### config.mk
export PLATFORM = sky130hd
export DESIGN_NAME = wt_mul_arbiter
export DESIGN_NICKNAME = d
export VERILOG_FILES = /design/src/rtl/wt_mul_arbiter.sv
export SDC_FILE = /design/constraint.sdc
export NUM_CORES = 1
export LEC_CHECK = 0
export BUFFER_PORTS_ARGS = -buffer_cell sky130_fd_sc_hd__buf_4
export CORE_ASPECT_RATIO = 1.75
export CORE_MARGIN = 8
export CORE_UTILIZATION = 55
export DETAILED_ROUTE_END_ITERATION = 16
export PLACE_DENSITY = 0.77
export SETUP_SLACK_MARGIN = 0.1
export SYNTH_ARGS = -nofsm -noshare
export SYNTH_HDL_FRONTEND = slang
export SYNTH_SLANG_ARGS = --single-unit
### constraint.sdc
create_clock -name clk -period 22.4 [get_ports clk]
set_clock_uncertainty 0.2 [all_clocks]
set_input_delay 1.12 -clock clk [delete_from_list [all_inputs] [get_ports clk]]
set_output_delay 1.12 -clock clk [all_outputs]
set_load 0.005 [all_outputs]
### src/rtl/wt_mul_arbiter.sv
// Purpose : wt_s is a 16x16 Wallace-tree multiplier (carry-save 3:2 reduction, one final add).
//           wt_mul_arbiter shares one wt_s between two requesters, granting them round-robin.
// Latency : wt_s is combinational. The arbiter raises rsp_valid MUL_CYCLES+1 edges after the
//           request handshake edge.
// Backpr. : The owner may hold rsp_ready low indefinitely. Until it accepts, no new request is
//           accepted (req_ready=0).
//
// wt_s ports : a, b (16-bit operands), alufn (0 = signed, 1 = unsigned), c (32-bit product).
// wt_mul_arbiter ports :
//   clk, rst_n                  clock and asynchronous active-low reset
//   req_valid/req_ready [1:0]   request handshake; bit i = requester i
//   req_a*/req_b*/req_alufn*    per-requester operands and mode
//   rsp_valid/rsp_ready [1:0]   result handshake to the owning requester
//   rsp_data [31:0]             captured product
//   busy                        high while an operation is in MUL or RESP

module wt_s (
    input  logic [15:0] a,
    input  logic [15:0] b,
    input  logic        alufn,
    output logic [31:0] c
);
    // Both operands are extended to 32 bits: sign-extended when alufn=0, zero-extended when
    // alufn=1. The low 32 bits of the 32x32 product are then exact for either interpretation.
    logic [31:0] a_ext;
    logic [31:0] b_ext;
    logic [31:0] row [64];
    logic [31:0] nxt [64];
    logic [5:0]  n_rows;
    logic [5:0]  m_rows;
    logic [5:0]  jj;

    always_comb begin
        a_ext  = alufn ? {16'h0000, a} : {{16{a[15]}}, a};
        b_ext  = alufn ? {16'h0000, b} : {{16{b[15]}}, b};
        n_rows = 6'd32;
        m_rows = 6'd0;
        jj     = 6'd0;
        for (int i = 0; i < 64; i++) begin
            row[i[5:0]] = 32'h0;
            nxt[i[5:0]] = 32'h0;
        end
        for (int i = 0; i < 32; i++) begin
            row[i[5:0]] = b_ext[i[4:0]] ? (a_ext << i) : 32'h0;
        end
        // Eight levels of 3:2 compression take the rows 32->22->15->10->7->5->4->3->2.
        // Rows left over after the groups of three pass straight through to the next level.
        for (int lvl = 0; lvl < 8; lvl++) begin
            for (int i = 0; i < 64; i++) begin
                nxt[i[5:0]] = 32'h0;
            end
            m_rows = 6'd0;
            for (int j = 0; j < 32; j += 3) begin
                jj = j[5:0];
                if (jj + 6'd2 < n_rows) begin
                    nxt[m_rows]         = row[jj] ^ row[jj + 6'd1] ^ row[jj + 6'd2];
                    nxt[m_rows + 6'd1]  = ((row[jj] & row[jj + 6'd1]) |
                                           (row[jj] & row[jj + 6'd2]) |
                                           (row[jj + 6'd1] & row[jj + 6'd2])) << 1;
                    m_rows = m_rows + 6'd2;
                end else begin
                    if (jj < n_rows) begin
                        nxt[m_rows] = row[jj];
                        m_rows      = m_rows + 6'd1;
                    end
                    if (jj + 6'd1 < n_rows) begin
                        nxt[m_rows] = row[jj + 6'd1];
                        m_rows      = m_rows + 6'd1;
                    end
                end
            end
            row    = nxt;
            n_rows = m_rows;
        end
        c = row[0] + row[1];
    end
endmodule

module wt_mul_arbiter #(
    parameter int unsigned MUL_CYCLES = 2
) (
    input  logic        clk,
    input  logic        rst_n,
    input  logic [1:0]  req_valid,
    output logic [1:0]  req_ready,
    input  logic [15:0] req_a0,
    input  logic [15:0] req_b0,
    input  logic        req_alufn0,
    input  logic [15:0] req_a1,
    input  logic [15:0] req_b1,
    input  logic        req_alufn1,
    output logic [1:0]  rsp_valid,
    input  logic [1:0]  rsp_ready,
    output logic [31:0] rsp_data,
    output logic        busy
);
    typedef enum logic [1:0] {ST_IDLE, ST_MUL, ST_RESP} state_t;

    localparam logic [3:0] CNT_LOAD = 4'(MUL_CYCLES - 1);

    state_t      state_q, state_d;
    logic        ptr_q, ptr_d;       // 1 = requester 1 wins a tie
    logic        owner_q, owner_d;
    logic [3:0]  cnt_q, cnt_d;
    logic [15:0] a_q, a_d;
    logic [15:0] b_q, b_d;
    logic        alufn_q, alufn_d;
    logic [31:0] rsp_data_q, rsp_data_d;
    logic [1:0]  rsp_valid_q, rsp_valid_d;
    logic        busy_q, busy_d;
    logic [1:0]  gnt;
    logic [31:0] mul_c;

    // Operands stay registered for the whole MUL window, so the tree has MUL_CYCLES to settle.
    wt_s u_wt_s (
        .a     (a_q),
        .b     (b_q),
        .alufn (alufn_q),
        .c     (mul_c)
    );

    always_comb begin
        gnt = 2'b00;
        unique case (req_valid)
            2'b01:   gnt = 2'b01;
            2'b10:   gnt = 2'b10;
            2'b11:   gnt = ptr_q ? 2'b10 : 2'b01;
            default: gnt = 2'b00;
        endcase
    end

    // Masked by rst_n so that no request is accepted while reset is held.
    assign req_ready = (state_q == ST_IDLE && rst_n) ? gnt : 2'b00;

    always_comb begin
        state_d     = state_q;
        ptr_d       = ptr_q;
        owner_d     = owner_q;
        cnt_d       = cnt_q;
        a_d         = a_q;
        b_d         = b_q;
        alufn_d     = alufn_q;
        rsp_data_d  = rsp_data_q;
        rsp_valid_d = rsp_valid_q;
        busy_d      = busy_q;
        unique case (state_q)
            ST_IDLE: begin
                if ((req_valid & req_ready) != 2'b00) begin
                    owner_d = req_ready[1];
                    a_d     = req_ready[1] ? req_a1     : req_a0;
                    b_d     = req_ready[1] ? req_b1     : req_b0;
                    alufn_d = req_ready[1] ? req_alufn1 : req_alufn0;
                    ptr_d   = ~req_ready[1];
                    cnt_d   = CNT_LOAD;
                    state_d = ST_MUL;
                    busy_d  = 1'b1;
                end
            end
            ST_MUL: begin
                if (cnt_q == 4'd0) begin
                    rsp_data_d  = mul_c;
                    rsp_valid_d = owner_q ? 2'b10 : 2'b01;
                    state_d     = ST_RESP;
                end else begin
                    cnt_d = cnt_q - 4'd1;
                end
            end
            ST_RESP: begin
                // Only the owner's bit is set in rsp_valid_q, so the non-owner's rsp_ready is ignored.
                if ((rsp_valid_q & rsp_ready) != 2'b00) begin
                    rsp_valid_d = 2'b00;
                    busy_d      = 1'b0;
                    state_d     = ST_IDLE;
                end
            end
            default: state_d = ST_IDLE;
        endcase
    end

    always_ff @(posedge clk or negedge rst_n) begin
        if (!rst_n) begin
            state_q     <= ST_IDLE;
            ptr_q       <= 1'b0;
            owner_q     <= 1'b0;
            cnt_q       <= 4'd0;
            a_q         <= 16'h0;
            b_q         <= 16'h0;
            alufn_q     <= 1'b0;
            rsp_data_q  <= 32'h0;
            rsp_valid_q <= 2'b00;
            busy_q      <= 1'b0;
        end else begin
            state_q     <= state_d;
            ptr_q       <= ptr_d;
            owner_q     <= owner_d;
            cnt_q       <= cnt_d;
            a_q         <= a_d;
            b_q         <= b_d;
            alufn_q     <= alufn_d;
            rsp_data_q  <= rsp_data_d;
            rsp_valid_q <= rsp_valid_d;
            busy_q      <= busy_d;
        end
    end

    assign rsp_valid = rsp_valid_q;
    assign rsp_data  = rsp_data_q;
    assign busy      = busy_q;
endmodule

---- After elaboration in Yosys (flattened, before gate mapping) ----
Cells that the tools add are included.
operators by class
  add/sub/neg operators ................... 2
  equality and inequality tests ........... 9
  muxes and demuxes ....................... 53
  reduce and logical (&&, ||, !) cells .... 14
  bitwise gates (word level) .............. 213
operator list
  cell                                                                count
  31-bit bitwise AND                                                  90
  32-bit bitwise XOR                                                  60
  31-bit bitwise OR                                                   60
  32-bit 2-to-1 mux                                                   34
  32-bit adder                                                        1
  16-bit 2-to-1 mux                                                   2
  2-bit 2-to-1 mux                                                    7
  2-bit case mux with 3 select lines                                  2
  3-bit AND reduction                                                 4
  2-bit nonzero test                                                  5
  4-bit 2-to-1 mux                                                    2
  4-bit case mux with 2 select lines                                  1
  2-bit == test, second input constant                                3
  2-bit != test, second input constant                                3
  2-bit bitwise AND                                                   2
  2-bit by 1-bit == test with 1-bit output, second input constant     2
  4-bit zero test                                                     1
  2-bit case mux with 2 select lines                                  1
  2-bit AND reduction                                                 2
  4-bit by 1-bit subtractor with 4-bit output, second input constant  1
  1-bit 2-to-1 mux                                                    3
  2-bit zero test                                                     1
  2-bit by 1-bit != test with 1-bit output, second input constant     1
  1-bit case mux with 2 select lines                                  1
  2 further kinds                                                     2
storage, ports and cells
  register bits after elaboration ......... 76
  output and inout bits ................... 37
  input port bits ......................... 72

---- Logic depth before layout (Yosys ltp) ----
  word-level depth ........................ 27
  mapped depth ............................ 26
  depth with buffers taken out ............ 25

---- Cells and area by module ----
A second synthesis with hierarchy kept.
unflattened totals
  cells, all modules ...................... 1502
  area total of the unflattened synthesis .. 15551.2 um^2
modules (own cells, without submodules)
  module          times used  sequential area each (um^2)  cells each  area each (um^2)
  wt_s            1           0.0                          1265        12255.5
  wt_mul_arbiter  1           1901.8                       237         3295.7

---- Least setup slack after synthesis ----
OpenSTA, ideal clock, no wires.
  path type ............................... register to register
  start ................................... register b_q[15]
  end ..................................... register rsp_data_q[31] (netlist: rsp_data[31])
  slack ................................... 15.387 ns
  arrival time ............................ 6.684 ns
  setup time .............................. 0.129 ns
  clock period less this slack ............ 7.013 ns
  stages on the path, launching flop included .. 25
  path through ............................ dfrtp_1 -> nor2b_1 -> clkbuf_1 -> nand2_1 -> inv_1 -> fa_1 -> fa_1 -> fa_1 -> fa_1 -> inv_1 -> fa_1 -> inv_1 -> fa_1 -> inv_1 -> fa_1 -> inv_1 -> ha_1 -> ha_1 -> a21oi_1 -> o21ai_0 -> a22oi_1 -> nand3_1 -> a311oi_1 -> xnor2_1 -> o21ai_1
on the way
  word-level cells in the longest chain between the ends .. 26
  elaborated cells between the ends (all ways) .. 150
  classes of those cells .................. add/sub: 1; mux: 18; bitwise: 131
ends and longest elaborated chain
  element                                line    source
  start, declared                        106     logic [15:0] b_q, b_d;
  start signal, assigned                 187     b_q <= 16'h0;
  start signal, assigned                 198     b_q <= b_d;
  32-bit 2-to-1 mux (*)                  35      b_ext = alufn ? {16'h0000, b} : {{16{b[15]}}, b};
  32-bit 2-to-1 mux                      44      row[i[5:0]] = b_ext[i[4:0]] ? (a_ext << i) : 32'h0;
  31-bit bitwise AND (on tied branches)  57, 58
  31-bit bitwise OR                      57      nxt[m_rows + 6'd1] = ((row[jj] & row[jj + 6'd1]) |
  31-bit bitwise OR                      58      (row[jj] & row[jj + 6'd2]) |
  31-bit bitwise AND                     58
  31-bit bitwise OR                      57
  31-bit bitwise OR                      58
  (+10 left out)                         --
  31-bit bitwise OR                      58
  31-bit bitwise AND                     57
  31-bit bitwise OR                      57
  31-bit bitwise OR                      58
  31-bit bitwise AND                     57
  31-bit bitwise OR                      57
  31-bit bitwise OR                      58
  32-bit adder (*)                       75      c = row[0] + row[1];
  end signal, assigned                   200     rsp_data_q <= rsp_data_d;
  end, declared                          108     logic [31:0] rsp_data_q, rsp_data_d;
Every way passes the cells marked *; elsewhere a longest branch is shown, timed or not.
A chain may end at the register's enable or synchronous reset.

---- Worst setup path in the final report ----
Ends and elaborated chain as after synthesis.

==> flow_metrics.tcl <==
set metrics [dict create \
    r2r_end "rsp_data[31]" \
    cts_resized 0 \
    cap_violations 0 \
    grt_pass1_vias 13000 \
    synth_edf_count 0 \
    register_area_mm2 0.00190 \
    worstSetupEndpointType "register" \
    h-tree-depth 3 \
    grt_first_pass_wirelength_mm 67.8 \
    numCtsBuffers 9 \
    clkLatencyLatePin_ps 370 \
    vias 11400 \
    finalSetupTns_ps 0 \
    cts_setup_buffers 0 \
    period_minus_slack_ps 8120 \
    slowest_delay_ps 850 \
    fillers 2337 \
    drt_iter0_drc 570 \
    final_cell_mix "inv_1, fa_1, nand2_1, and2_1, buf_4" \
    min_path_cells 2 \
    gr-usage-all-layers_pct 26.7 \
    clock_path_buffers 2 \
    yosys_warnings 0 \
    die_height_um 238 \
    worstHoldStart "rsp_data[0]" \
    slew-limit-headroom_pct 31.4 \
    hold_path_class "reg -> reg" \
    cp_max_fo 18 \
    initial_core_util_pct 55.7 \
    antenna_found_initial 1 \
    gr-usage-met3_pct 4.06 \
    place_hpwl_mm 35.0 \
    placementRows 81 \
    met1_usage_pct 24.8 \
    setup_violations 0 \
    finalMaxSlewViolations 0 \
    rr_startpoint "b_q[15]" \
    drive_gt1_share_pct 9.30 \
    overflow 0 \
    nets 2213 \
    postSynthAreaPerCell_um2 9.72 \
    r2r_slack_ps 14280 \
    multi_input_area_mm2 0.0120 \
    finalCritPeriodShare_pct 36.3 \
    hold_viol_final 0 \
    rsz0062_at_grt "false" \
    wl_mm 42.6 \
    first_pass_iters 5 \
    wl_per_cell_um 20.8 \
    vias_per_cell 5.55 \
    clk_pin_slew_worst_paths_ps 80 \
    postSynthCellCount 1590 \
    async_flop_share_pct 100 \
    min_to "rsp_data[0]" \
    critPathLaunchType "register" \
    fmax_mhz 123 \
    worstMarginPinSlew_ps 1030 \
    drc_errors 0 \
    root_buffer "clkbuf_16" \
    gp_congestion 0.950 \
    die_x_um 143 \
    status "completed" \
    cts_tree "done" \
    worstPathCellList "nor2b_1, nand2_1, inv_1, fa_1, fa_1, fa_1, fa_1, inv_1, fa_1, inv_1, fa_1, inv_1, fa_1, inv_1, ha_1, ha_1, a21oi_1, o21ai_0, a22oi_1, nand3_1, a311oi_1, xnor2_1, o21ai_1" \
    crit_path_frequent_cell "fa_1" \
    syn_nets 2130 \
    io_buffers 108 \
    synth_cell_types 55 \
    cp_data_arrival_time_ps 8150 \
    grt_start_max_net_pins 64 \
    cts_sinks 76 \
    ys.flop_type "dfrtp_1" \
    crit_type "reg -> reg" \
    rr_worst_depth 23 \
    yosysSeqAreaShare_pct 12.3 \
    synth_area_mm2 0.0155 \
    syn2layout_area_growth_pct 9.94 \
    die_area_mm2 0.0339 \
    final_common_cell "inv_1" \
    ctsHoldBuffers 0 \
    coreArea_mm2 0.0278 \
    top_usage_layer "met2" \
    required_ps 22430 \
    synth_seq_cells 76 \
    ant_nets 0 \
    use_met2_pct 49.3 \
    diodes 0 \
    ioPinCount 109 \
    slowest_stage "nor2b_1" \
]
==> cell families after synthesis <==
logic type,count (synthesis),synth area share [%]
XOR/XNOR,47,2.75
multiplexers,1,0.0648
buffers and inverters,418,10.2
AND/OR/NAND/NOR,433,14.0
adder cells (fa/ha/maj),468,54.8
AO/OA/AOI/OAI,147,5.90
flip-flops,76,12.3
==> cell usage after synthesis, types with 2 or more instances <==
cell type / instances / area, µm²
inv_1: 360 / 1350
a21oi_1: 24 / 120
o21ai_1: 5 / 25.0
ha_1: 119 / 1490
buf_1: 3 / 11.3
a222oi_1: 5 / 50.1
nor3_1: 4 / 20.0
o22ai_1: 28 / 175
nor2b_1: 5 / 31.3
nand2b_1: 3 / 18.8
and3_1: 2 / 12.5
a21o_1: 3 / 22.5
nand4_1: 3 / 18.8
a211oi_2: 2 / 25.0
o21ai_0: 57 / 285
dfrtp_1: 76 / 1900
fa_1: 349 / 6990
nor2_1: 13 / 48.8
o21a_1: 2 / 15.0
xnor2_1: 29 / 254
nand3_1: 4 / 20.0
buf_2: 5 / 25.0
nand4b_1: 2 / 17.5
and2_1: 169 / 1060
clkbuf_1: 50 / 188
xor2_1: 17 / 149
o21bai_1: 3 / 22.5
nand2_1: 219 / 822
o211ai_1: 3 / 22.5
==> routing by layer <==
| metal | wire (µm) | up-vias |
|---|---|---|
| met5 | 12 | - |
| met1 | 12800 | 5834 |
| met2 | 23500 | 443 |
| met4 | 4060 | 2 |
| li1 | - | 4913 |
| met3 | 2250 | 191 |
==> stage by stage <==
step / hold slack (ps) / instance area, µm² / std cells / utilization (%) / setup slack [ps]
2_1_floorplan: 261 / 15500 / 1590 / - / 15390
3_3_place_gp: 257 / 16700 / 2035 / 60.1 / 14520
3_5_place_dp: 258 / 16700 / 2035 / 60.1 / 14350
4_1_cts: 272 / 17000 / 2051 / 61.2 / 14330
5_1_grt: 288 / 17000 / 2051 / 61.2 / 13860
6_report: 268 / 17000 / 2051 / 61.2 / 14280
==> worst max-delay path: cells and delay by family (launching register included) <==
family | cells | cell delay [ps]
AOI/OAI and AO/OA | 5 | 1040
DFF | 1 | 680
buffers and inverters | 5 | 450
adders and majority gates | 9 | 4130
and+or+nand+nor | 3 | 1320
xor gates and xnor gates | 1 | 150
==> flip-flops by register name, indices dropped and copies added, names as in the netlist, 2 cells and up <==
signal	cells
a_q	16
state_q	2
rsp_data	32
cnt_q	4
rsp_valid	2
b_q	16
==> worst max path at each step <==
stage          startpoint            to  slack (ps)  cells past startpoint
6_report          b_q[15]  rsp_data[31]       14280                     23
5_1_grt           b_q[15]  rsp_data[31]       13860                     23
4_1_cts           b_q[15]  rsp_data[31]       14330                     23
3_5_place_dp      b_q[15]  rsp_data[31]       14350                     23
3_3_place_gp      b_q[15]  rsp_data[31]       14520                     23
2_1_floorplan     b_q[15]  rsp_data[31]       15390                     24
==> layout make-up <==
| class | count | share of cell area (%) |
|---|---|---|
| clock buffers | 10 | 1.35 |
| clock inverters | 6 | 0.434 |
| inverters | 360 | 7.95 |
| multi-input cells | 1096 | 70.6 |
| flip-flops and latches | 76 | 11.2 |
| well taps | 373 | 2.75 |
| repair buffers | 130 | 5.74 |
Power is left out: the tool's default activity adds up to more than one toggle a clock period on the data nets, which glitch-free logic cannot reach.
